$ cat src/rtl/b_aluctrl_pkg.sv
// Shared encodings for the ALU control path: ALU operation select codes,
// main-control operation classes and R-type funct field values.
package b_aluctrl_pkg;

    // ALU operation select presented to the ALU
    typedef enum logic [3:0] {
        ALU_AND   = 4'b0000,
        ALU_OR    = 4'b0001,
        ALU_ADD   = 4'b0010,
        ALU_XOR   = 4'b0011,
        ALU_SLL   = 4'b0100,
        ALU_SRL   = 4'b0101,
        ALU_SUB   = 4'b0110,
        ALU_SLT   = 4'b0111,
        ALU_MULTU = 4'b1000,
        ALU_LUI   = 4'b1001,
        ALU_PASS  = 4'b1010,
        ALU_NOR   = 4'b1100,
        ALU_NOP   = 4'b1111
    } alu_ctr_e;

    // Operation class from main control; bit 3 set means "decode funct"
    typedef enum logic [3:0] {
        OP_ADD   = 4'b0000,
        OP_SLT   = 4'b0001,
        OP_SUB   = 4'b0010,
        OP_RSV3  = 4'b0011,
        OP_AND   = 4'b0100,
        OP_OR    = 4'b0101,
        OP_RSV6  = 4'b0110,
        OP_LUI   = 4'b0111,
        OP_RTYPE = 4'b1000
    } alu_op_e;

    // R-type funct field, instr[5:0]
    typedef enum logic [5:0] {
        F_SLL   = 6'b000000,
        F_SRL   = 6'b000010,
        F_JR    = 6'b001000,
        F_JALR  = 6'b001001,
        F_MULTU = 6'b011001,
        F_ADD   = 6'b100000,
        F_SUB   = 6'b100010,
        F_AND   = 6'b100100,
        F_OR    = 6'b100101,
        F_XOR   = 6'b100110,
        F_NOR   = 6'b100111,
        F_SLT   = 6'b101010
    } funct_e;

    localparam int ALU_OP_W = 4;
    localparam int FUNCT_W  = 6;
    localparam int ALU_CTR_W = 4;

endpackage

$ cat src/rtl/b_aluctrl_dec.sv
// Combinational ALU control decoder. The R-type path looks only at funct and
// the immediate/class path looks only at alu_op, so unknowns on the unused
// field never reach the result.
module b_aluctrl_dec
    import b_aluctrl_pkg::*;
(
    input  logic [ALU_OP_W-1:0]  alu_op,
    input  logic [FUNCT_W-1:0]   funct,
    output logic [ALU_CTR_W-1:0] alu_ctr
);

    alu_ctr_e ctr;

    // Two-level decode: class bit selects which field is examined
    always_comb begin
        ctr = ALU_NOP;
        if (alu_op[3]) begin
            case (funct)
                F_ADD:   ctr = ALU_ADD;
                F_SUB:   ctr = ALU_SUB;
                F_AND:   ctr = ALU_AND;
                F_OR:    ctr = ALU_OR;
                F_XOR:   ctr = ALU_XOR;
                F_NOR:   ctr = ALU_NOR;
                F_SLT:   ctr = ALU_SLT;
                F_SLL:   ctr = ALU_SLL;
                F_SRL:   ctr = ALU_SRL;
                F_MULTU: ctr = ALU_MULTU;
                F_JR:    ctr = ALU_PASS;
                F_JALR:  ctr = ALU_PASS;
                default: ctr = ALU_NOP;
            endcase
        end else begin
            case (alu_op)
                OP_ADD:  ctr = ALU_ADD;
                OP_SLT:  ctr = ALU_SLT;
                OP_SUB:  ctr = ALU_SUB;
                OP_AND:  ctr = ALU_AND;
                OP_OR:   ctr = ALU_OR;
                OP_LUI:  ctr = ALU_LUI;
                default: ctr = ALU_NOP;
            endcase
        end
    end

    assign alu_ctr = ctr;

endmodule

$ cat src/rtl/b_aluctrl.sv
// ALU control unit: wraps the combinational decoder with an optional output
// register. With REGISTERED_OUT=0 the clock and reset are not used at all.
module b_aluctrl
    import b_aluctrl_pkg::*;
#(
    parameter bit REGISTERED_OUT = 1'b1
) (
    input  logic                 i_clk,
    input  logic                 i_rst,
    input  logic [ALU_OP_W-1:0]  i_b_aluctrl_alu_op,
    input  logic [FUNCT_W-1:0]   i_b_aluctrl_funct,
    output logic [ALU_CTR_W-1:0] o_b_aluctrl_alu_ctr
);

    logic [ALU_CTR_W-1:0] dec_ctr;

    b_aluctrl_dec u_dec (
        .alu_op  (i_b_aluctrl_alu_op),
        .funct   (i_b_aluctrl_funct),
        .alu_ctr (dec_ctr)
    );

    generate
        if (REGISTERED_OUT) begin : g_reg
            logic [ALU_CTR_W-1:0] ctr_q;

            // Output register; reset parks the ALU on NOP immediately
            always_ff @(posedge i_clk or posedge i_rst) begin
                if (i_rst) begin
                    ctr_q <= ALU_NOP;
                end else begin
                    ctr_q <= dec_ctr;
                end
            end

            assign o_b_aluctrl_alu_ctr = ctr_q;
        end else begin : g_comb
            // Clock and reset intentionally have no effect in this variant
            logic unused_clk_rst;
            assign unused_clk_rst      = i_clk ^ i_rst;
            assign o_b_aluctrl_alu_ctr = dec_ctr;
        end
    endgenerate

endmodule

$ cat config.mk
export PLATFORM = sky130hd
export DESIGN_NAME = b_aluctrl
export DESIGN_NICKNAME = d
export VERILOG_FILES = /design/src/rtl/b_aluctrl_pkg.sv /design/src/rtl/b_aluctrl_dec.sv /design/src/rtl/b_aluctrl.sv
export SDC_FILE = /design/constraint.sdc
export NUM_CORES = 1
export LEC_CHECK = 0
export CAP_MARGIN = 25
export CELL_PAD_IN_SITES_DETAIL_PLACEMENT = 1
export CELL_PAD_IN_SITES_GLOBAL_PLACEMENT = 2
export CORE_UTILIZATION = 21
export DETAILED_ROUTE_END_ITERATION = 8
export PLACE_DENSITY_LB_ADDON = 0.2
export RECOVER_POWER = 25
export SLEW_MARGIN = 20
export SYNTH_ARGS = -nofsm -noshare
export SYNTH_HDL_FRONTEND = slang
export SYNTH_SLANG_ARGS = --single-unit
$ cat constraint.sdc
create_clock -name i_clk -period 0.8 [get_ports i_clk]
set_input_delay 0.16 -clock i_clk [delete_from_list [all_inputs] [get_ports i_clk]]
set_output_delay 0.16 -clock i_clk [all_outputs]
set_load 0.05 [all_outputs]
# Word level (Yosys, flattened, before mapping)
# Index checks and enable logic that the tools add are counted.
op_classes:
  eq_ne: 16
  n_mux: 3
  n_reduce_logical: 3
op_table:
  columns: ["op", "count"]
  rows:
  - ["4-bit case mux with 11 select lines", 1]
  - ["6-bit == test (second input constant)", 7]
  - ["4-bit case mux with 6 select lines", 1]
  - ["4-bit by 3-bit == test with 1-bit output (second input constant)", 3]
  - ["6-bit by 4-bit == test with 1-bit output (second input constant)", 2]
  - ["6-bit by 2-bit == test with 1-bit output (second input constant)", 1]
  - ["6-bit by 5-bit == test with 1-bit output (second input constant)", 1]
  - ["6-bit logical NOT", 1]
  - ["4-bit by 1-bit == test with 1-bit output (second input constant)", 1]
  - ["4-bit by 2-bit == test with 1-bit output (second input constant)", 1]
  - ["4-bit logical NOT", 1]
  - ["4-bit 2-to-1 mux", 1]
  - ["2-bit OR reduction", 1]
totals:
  register_bits: 4
  output_inout_bits: 4
  wordCells: 23

# Logic depth before layout (Yosys ltp)
# Gate-level depths: netlist of the first run.
logic_depth:
  word_depth: 4
  ltp_mapped: 5
  mapped_depth_nobuf: 4

# Cells and area by module
# A second synthesis of the first run with hierarchy kept.
hier_totals:
  hier_cells: 44
  area_unflattened_um2: 354.1
modules_own_cells:
  columns: ["mod", "n_inst", "cells_each", "area_per_inst_um2"]
  rows:
  - ["b_aluctrl_dec", 1, 39, 245.2]
  - ["b_aluctrl", 1, 5, 108.9]

# Least setup slack after synthesis of the first run
# OpenSTA, ideal clock, no wires.
synth_path:
  kind: "input to register"
  startpoint: "input i_b_aluctrl_funct[1]"
  endpoint: "register g_reg.ctr_q[0] (netlist: o_b_aluctrl_alu_ctr[0])"
  t_arrival_ns: 1.043
  required_time_ns: 0.709
  setup_slack_ns: -0.335
  stages: 5
  n_path_buf: 1
  path_cell_list: "buf_6 -> or4b_4 -> o21ai_2 -> a22o_1 -> a21oi_1"
synth_via:
  elab_chain_len: 4
synth_lines:
  columns: ["element", "line", "rtl"]
  rows:
  - ["start, declared", "b_aluctrl.sv:11", "input logic [FUNCT_W-1:0] i_b_aluctrl_funct,"]
  - ["6-bit by 4-bit == test with 1-bit output", "b_aluctrl_dec.sv:18", "case (funct)"]
  - ["2-bit OR reduction (no source line)", null, null]
  - ["4-bit case mux with 11 select lines *", "b_aluctrl_dec.sv:18", null]
  - ["4-bit 2-to-1 mux *", "b_aluctrl_dec.sv:17", "if (alu_op[3]) begin"]
  - ["via dec_ctr[0]", "b_aluctrl.sv:15", "logic [ALU_CTR_W-1:0] dec_ctr;"]
  - ["end signal, assigned", "b_aluctrl.sv:32", "ctr_q <= dec_ctr;"]
  - ["end, declared", "b_aluctrl.sv:25", "logic [ALU_CTR_W-1:0] ctr_q;"]
# Mark *: on every way through the listed nets, which the timed path passes. The rest lies on a longest branch.

# Worst setup path after layout of the first run
layout_path:
  startpoint: "register g_reg.ctr_q[1] (netlist: o_b_aluctrl_alu_ctr[1])"
  endpoint: "output o_b_aluctrl_alu_ctr[1]"
layout_rtl:
  columns: ["element", "line", "rtl"]
  rows:
  - ["end, declared", "b_aluctrl.sv:12", "output logic [ALU_CTR_W-1:0] o_b_aluctrl_alu_ctr"]
# No word-level cell between the ends.

==> run summary, run 1 <==
GRT overflow -> 0
Global-route wire length before repair -> 2020 µm
Cell chain of the critical path -> buf_12
Area grow syn2layout -> 91.0%
Cell Int Power -> 0.605 mW
ANT cells -> 0
# IOs -> 16
Final period utilization -> 1.34
Hold Path Stages -> 3
Via count -> 474
Die width -> 45.0 µm
DRT Pass-1 Iters -> 4
Syn Area/Cell -> 7.92 µm²
Share of cells above drive strength 1 -> 0.487
Final worst path period need -> 1.07 ns
Vias in the first global route -> 480
Number of buffers inserted during clock tree synthesis -> 3
Critical Path RT -> 0.64 ns
Die Ht -> 45.0 µm
Failing checks -> setup timing
Clock Power Share -> 0.287
Register area -> 105 µm²
Placed cells -> 98
Final Wtd Congestion -> 0.725
PortBufs -> 15
Avg WL per Cell -> 12.0 µm
Clk sinks -> 4
Leakage power -> 0.338 nW
Psw -> 0.279 mW
CP max stage cell -> dfstp_2
Synth Cell Area -> 388 µm²
CP Class -> flop to primary output
Crit path largest cell delay -> 0.54 ns
Flop pwr share -> 0.281
Top-count cell post-synth -> inv_1
Mapped Cells -> 49
Total Routing Usage GR -> 0.142
Sw Ratio -> 0.315
Total core area -> 1730 µm²
Ys flop type -> dfstp_2
Setup-failing EPs final -> 7
Yosys reg bits -> 4
Yosys warning total -> 0
Final HPWL DP -> 968 µm
Synth area leaders -> dfstp_2 27%, inv_1 5.8%, a21oi_1 5.2%
Initial core utilization -> 0.225
Vias per std cell -> 4.60
Family with the most delay on the worst path -> flip-flops
Count of cell types in the netlist -> 27
Multi-input gate area -> 259 µm²
Ys async rst share -> 1.00
Cell taking the most area after synthesis -> dfstp_2
CP max FO -> 1
Synth top area share -> 0.271
Core Rows -> 15
CP arrival -> 0.91 ns
Post-Layout Cell Count -> 103
Syn nets -> 61
Type of origin of the critical path -> flop
Filler Cell Count -> 217
Die area -> 2020 µm²
Power Total -> 0.884 mW
Slew HR -> 0.786
CTS Root Cell -> clkbuf_4
Residual DRC -> 0
Achievable frequency -> 935 MHz
DRT Wirelength -> 1230 µm
Status -> finished, violations left
Worst setup EP type -> primary output
Pins Over Slew Limit -> 0
ANT nets after route -> 0
Number of flops mapped to enable cells by yosys -> 0
Largest register FFs -> 4
Final worst slack -> -0.269 ns
Slew @ Worst Pin -> 0.321 ns
Htree depth -> 1
Buf/Inv on CP -> 1
Final #Nets -> 92
Largest net degree at the start of global routing -> 9
Max-cap violations -> 0
Combinational share of power -> 0.433
Cell Pwr Density -> 1190 nW/µm²
Largest vdd supply drop -> 433 µV
Final hold violations -> 0
Commonest cells post-synth -> 6 x inv_1, 4 x a21oi_1, 4 x dfstp_2, 4 x nor2_1
Crit path depth -> 1
RSZ-0062 raised after global routing -> yes
Register area share after synthesis -> 0.271
Initial DRC count -> 9
CTS tree -> yes
Type of the most critical hold path -> input pin to flop
Initial antenna violation count -> 0
Worst-path clk slew -> 0.04 ns
Clock Tree Buf Depth -> 2
-- worst paths after layout --
path	slack [ns]	end	start
worst max-delay path	-0.27	o_b_aluctrl_alu_ctr[1]	o_b_aluctrl_alu_ctr[1]$_DFF_PP1_
min in group asynchronous	0.44	o_b_aluctrl_alu_ctr[2]$_DFF_PP1_	i_rst
worst min-delay path	0.25	o_b_aluctrl_alu_ctr[1]$_DFF_PP1_	i_b_aluctrl_funct[2]
max in group asynchronous	0.33	o_b_aluctrl_alu_ctr[3]$_DFF_PP1_	i_rst
-- kinds of logic after synthesis --
| family | after synthesis | share of synthesized area |
|---|---|---|
| compound gates | 19 | 0.326 |
| fa+ha+maj | 1 | 0.0258 |
| buf+inv | 9 | 0.110 |
| flops | 4 | 0.271 |
| mux | 2 | 0.0548 |
| simple gates | 14 | 0.213 |
-- cell usage in the layout, fill, tap and decap left out, types with 2 or more instances in the layout --
cell	count
o21ai_1	2
a21oi_1	3
clkbuf_4	3
buf_2	2
dfstp_2	4
buf_6	3
buf_4	13
buf_12	4
nor2_1	4
a31oi_1	2
inv_1	6
nand2_1	3
dlygate4sd2_1	3
nand2b_1	3
buf_8	2
-- per-stage QoR --
step	hold slack (ns)	cell area, µm²	setup slack [ns]	utilization	TNS, ns
detailed placement	0.562	679	-0.859	0.393	-3.29
global placement	0.571	679	-0.852	0.393	-3.19
finish	0.253	741	-0.269	0.429	-1.37
floorplan	0.115	402	-0.275	-	-0.830
CTS	0.245	726	-0.278	0.420	-1.42
global route	0.260	741	-0.300	0.429	-1.57
-- power by group through the flow --
stage / registers, mW / logic [mW] / clock network, mW
2_1_floorplan: 0.304 / 0.109 / 0
3_3_place_gp: 0.250 / 0.364 / 0
3_5_place_dp: 0.251 / 0.365 / 0
4_1_cts: 0.249 / 0.376 / 0.263
5_1_grt: 0.250 / 0.406 / 0.282
6_report: 0.248 / 0.382 / 0.253
-- per-layer routing --
metal	GRT usage	up-vias	share of wire
li1	-	238	-
met1	0.177	226	0.48
met2	0.232	10	0.48
met3	0.0480	0	0.032
met4	0.0364	0	0
met5	0	-	0
-- layout make-up --
class / count / area share
well taps: 25 / 0.0422
multi-input cells: 36 / 0.350
inverters: 6 / 0.0304
clock buffers: 3 / 0.0304
flip-flops and latches: 4 / 0.142
repair buffers: 29 / 0.405
-- repair_timing --
action,4_1_cts,5_1_grt
hold buffers,0,0
buffers inserted,3,0
pin swaps,8,5
gates resized for setup,41,6
setup endpoints to repair,8,8
No activity file was read; power rests on OpenSTA's default activity.
==> run 2, diff against run 1 <==
--- a/config.mk
+++ b/config.mk
@@ -12,6 +12,7 @@
 export DETAILED_ROUTE_END_ITERATION = 8
 export PLACE_DENSITY_LB_ADDON = 0.2
 export RECOVER_POWER = 25
+export SKIP_CTS_REPAIR_TIMING = 1
 export SLEW_MARGIN = 20
 export SYNTH_ARGS = -nofsm -noshare
 export SYNTH_HDL_FRONTEND = slang
==> run summary, run 2 (synthesis gave the netlist of run 1 again) <==
Status -> finished, violations left
Failing checks -> setup timing
Pins Over Slew Limit -> 0 (unchanged)
Final #Nets -> 90 (-2.2%)
Final worst slack -> -0.267 ns (+0.00222 ns)
Hold path startpoint -> i_b_aluctrl_funct[2]
Area grow syn2layout -> 93.5%
Final period utilization -> 1.33 (-0.00277)
Flop pwr share -> 0.280 (about the same)
Family with the most delay on the worst path -> flip-flops
Combinational share of power -> 0.434 (about the same)
Largest register FFs -> 4 (unchanged)
Final worst path period need -> 1.07 ns (-0.00222 ns)
CTS tree -> yes
Share of cells above drive strength 1 -> 0.526 (+0.0391)
Max-cap violations -> 0 (unchanged)
Slew HR -> 0.750 (-0.0364)
Die Ht -> 45.0 µm (unchanged)
Via count -> 486 (+2.5%)
Clock Tree Buf Depth -> 2 (unchanged)
Slew @ Worst Pin -> 0.375 ns (+0.0540 ns)
Cell Pwr Density -> 1180 nW/µm² (-1.2%)
Crit path largest cell delay -> 0.54 ns (about the same)
Die width -> 45.0 µm (unchanged)
CP max stage cell -> dfstp_2
DRT Wirelength -> 1240 µm (+0.32%)
ANT nets after route -> 0 (unchanged)
Setup TNS -> -1.42 ns (-0.0483 ns)
Psw -> 0.283 mW (+1.6%)
Number of buffers inserted during clock tree synthesis -> 3 (unchanged)
Final Wtd Congestion -> 0.725 (unchanged)
CP max FO -> 1 (unchanged)
Placement-stage cell area -> 679 µm² (unchanged)
Commonest non-fill, non-tap cell in the layout -> buf_4
Residual DRC -> 0 (unchanged)
Sw Ratio -> 0.320 (+0.00469)
CTS Root Cell -> clkbuf_4
CP arrival -> 0.91 ns (about the same)
PortBufs -> 15 (unchanged)
Leakage power -> 0.364 nW (+7.6%)
Worst-path clk slew -> 0.04 ns (about the same)
Achievable frequency -> 937 MHz (+0.21%)
GRT overflow -> 0 (unchanged)
Setup crit start -> o_b_aluctrl_alu_ctr[1]$_DFF_PP1_
Vias per std cell -> 4.81 (+4.6%)
Design Area, Final -> 751 µm² (+1.4%)
Vias in the first global route -> 434 (-9.6%)
Final HPWL DP -> 968 µm (unchanged)
Global-route wire length before repair -> 1860 µm (-7.8%)
RSZ-0062 raised after global routing -> yes
Power Total -> 0.885 mW (+0.12%)
Die area -> 2020 µm² (unchanged)
Type of origin of the critical path -> flop
Clk sinks -> 4 (unchanged)
Endpoint, Worst Hold -> o_b_aluctrl_alu_ctr[1]$_DFF_PP1_
Cell Int Power -> 0.602 mW (-0.56%)
Total core area -> 1730 µm² (unchanged)
# IOs -> 16 (unchanged)
Htree depth -> 1 (unchanged)
Largest net degree at the start of global routing -> 9 (unchanged)
Hold Path Stages -> 3 (unchanged)
Core Rows -> 15 (unchanged)
Initial DRC count -> 7 (-2)
Total Routing Usage GR -> 0.130 (-0.0117)
Setup-failing EPs final -> 7 (unchanged)
Cell chain of the critical path -> buf_12
Type of the most critical hold path -> input pin to flop
Critical Path RT -> 0.64 ns (about the same)
Largest vdd supply drop -> 450 µV (+4.0%)
Filler Cell Count -> 209 (-3.7%)
Buf/Inv on CP -> 1 (unchanged)
Initial core utilization -> 0.225 (unchanged)
ANT cells -> 0 (unchanged)
Commonest non-fill, non-tap cells in the layout -> 12 x buf_4, 6 x inv_1, 5 x dlymetal6s2s_1
Clock Power Share -> 0.286 (about the same)
DRT Pass-1 Iters -> 4 (unchanged)
Avg WL per Cell -> 12.2 µm (+2.3%)
Final hold violations -> 0 (unchanged)
Worst setup EP type -> primary output
Initial antenna violation count -> 0 (unchanged)
CP Class -> flop to primary output
[run 2: how the worst max path moves through the flow]
stage,endpoint,slack (ns),cells after the start
2_1_floorplan,o_b_aluctrl_alu_ctr[0]$_DFF_PP1_,-0.28,5
3_3_place_gp,o_b_aluctrl_alu_ctr[0]$_DFF_PP1_,-0.85,5
3_5_place_dp,o_b_aluctrl_alu_ctr[0]$_DFF_PP1_,-0.86,5
4_1_cts,o_b_aluctrl_alu_ctr[0]$_DFF_PP1_,-0.61,5
5_1_grt,o_b_aluctrl_alu_ctr[1],-0.30,1
6_report,o_b_aluctrl_alu_ctr[1],-0.27,1
[run 2: final cells by class]
type                       instances  area, µm²  area share
clock buffer                       3       22.5      0.0300
timing repair buffer              27        284       0.378
inverter                           6       22.5      0.0300
tap                               25       31.3      0.0417
sequential                         4        105       0.140
multi-input combinational         36        285       0.380
[run 2: layer usage]
metal / up-vias / wire, µm / global-route usage / part of all wire
met5: - / 0 / 0 / 0
met4: 0 / 0 / 0.0364 / 0
met1: 233 / 581 / 0.172 / 0.47
met3: 0 / 47 / 0.0480 / 0.038
met2: 18 / 606 / 0.197 / 0.49
li1: 235 / - / - / -
[run 2: per-stage QoR]
step | worst slack (ns) | util | std cells | hold slack (ns)
after floorplan | -0.275 | - | 49 | 0.115
after global placement | -0.852 | 0.393 | 98 | 0.571
after detailed placement | -0.859 | 0.393 | 98 | 0.562
after CTS | -0.611 | 0.407 | 101 | 0.309
after global routing | -0.300 | 0.435 | 101 | 0.248
final | -0.267 | 0.435 | 101 | 0.243
[run 2: power by group through the flow]
stage	Sequential [mW]	Combinational, mW	Clock (mW)
after floorplan	0.304	0.109	0
after global placement	0.250	0.364	0
after detailed placement	0.251	0.365	0
after CTS	0.249	0.366	0.263
after global routing	0.250	0.408	0.282
final	0.248	0.384	0.253
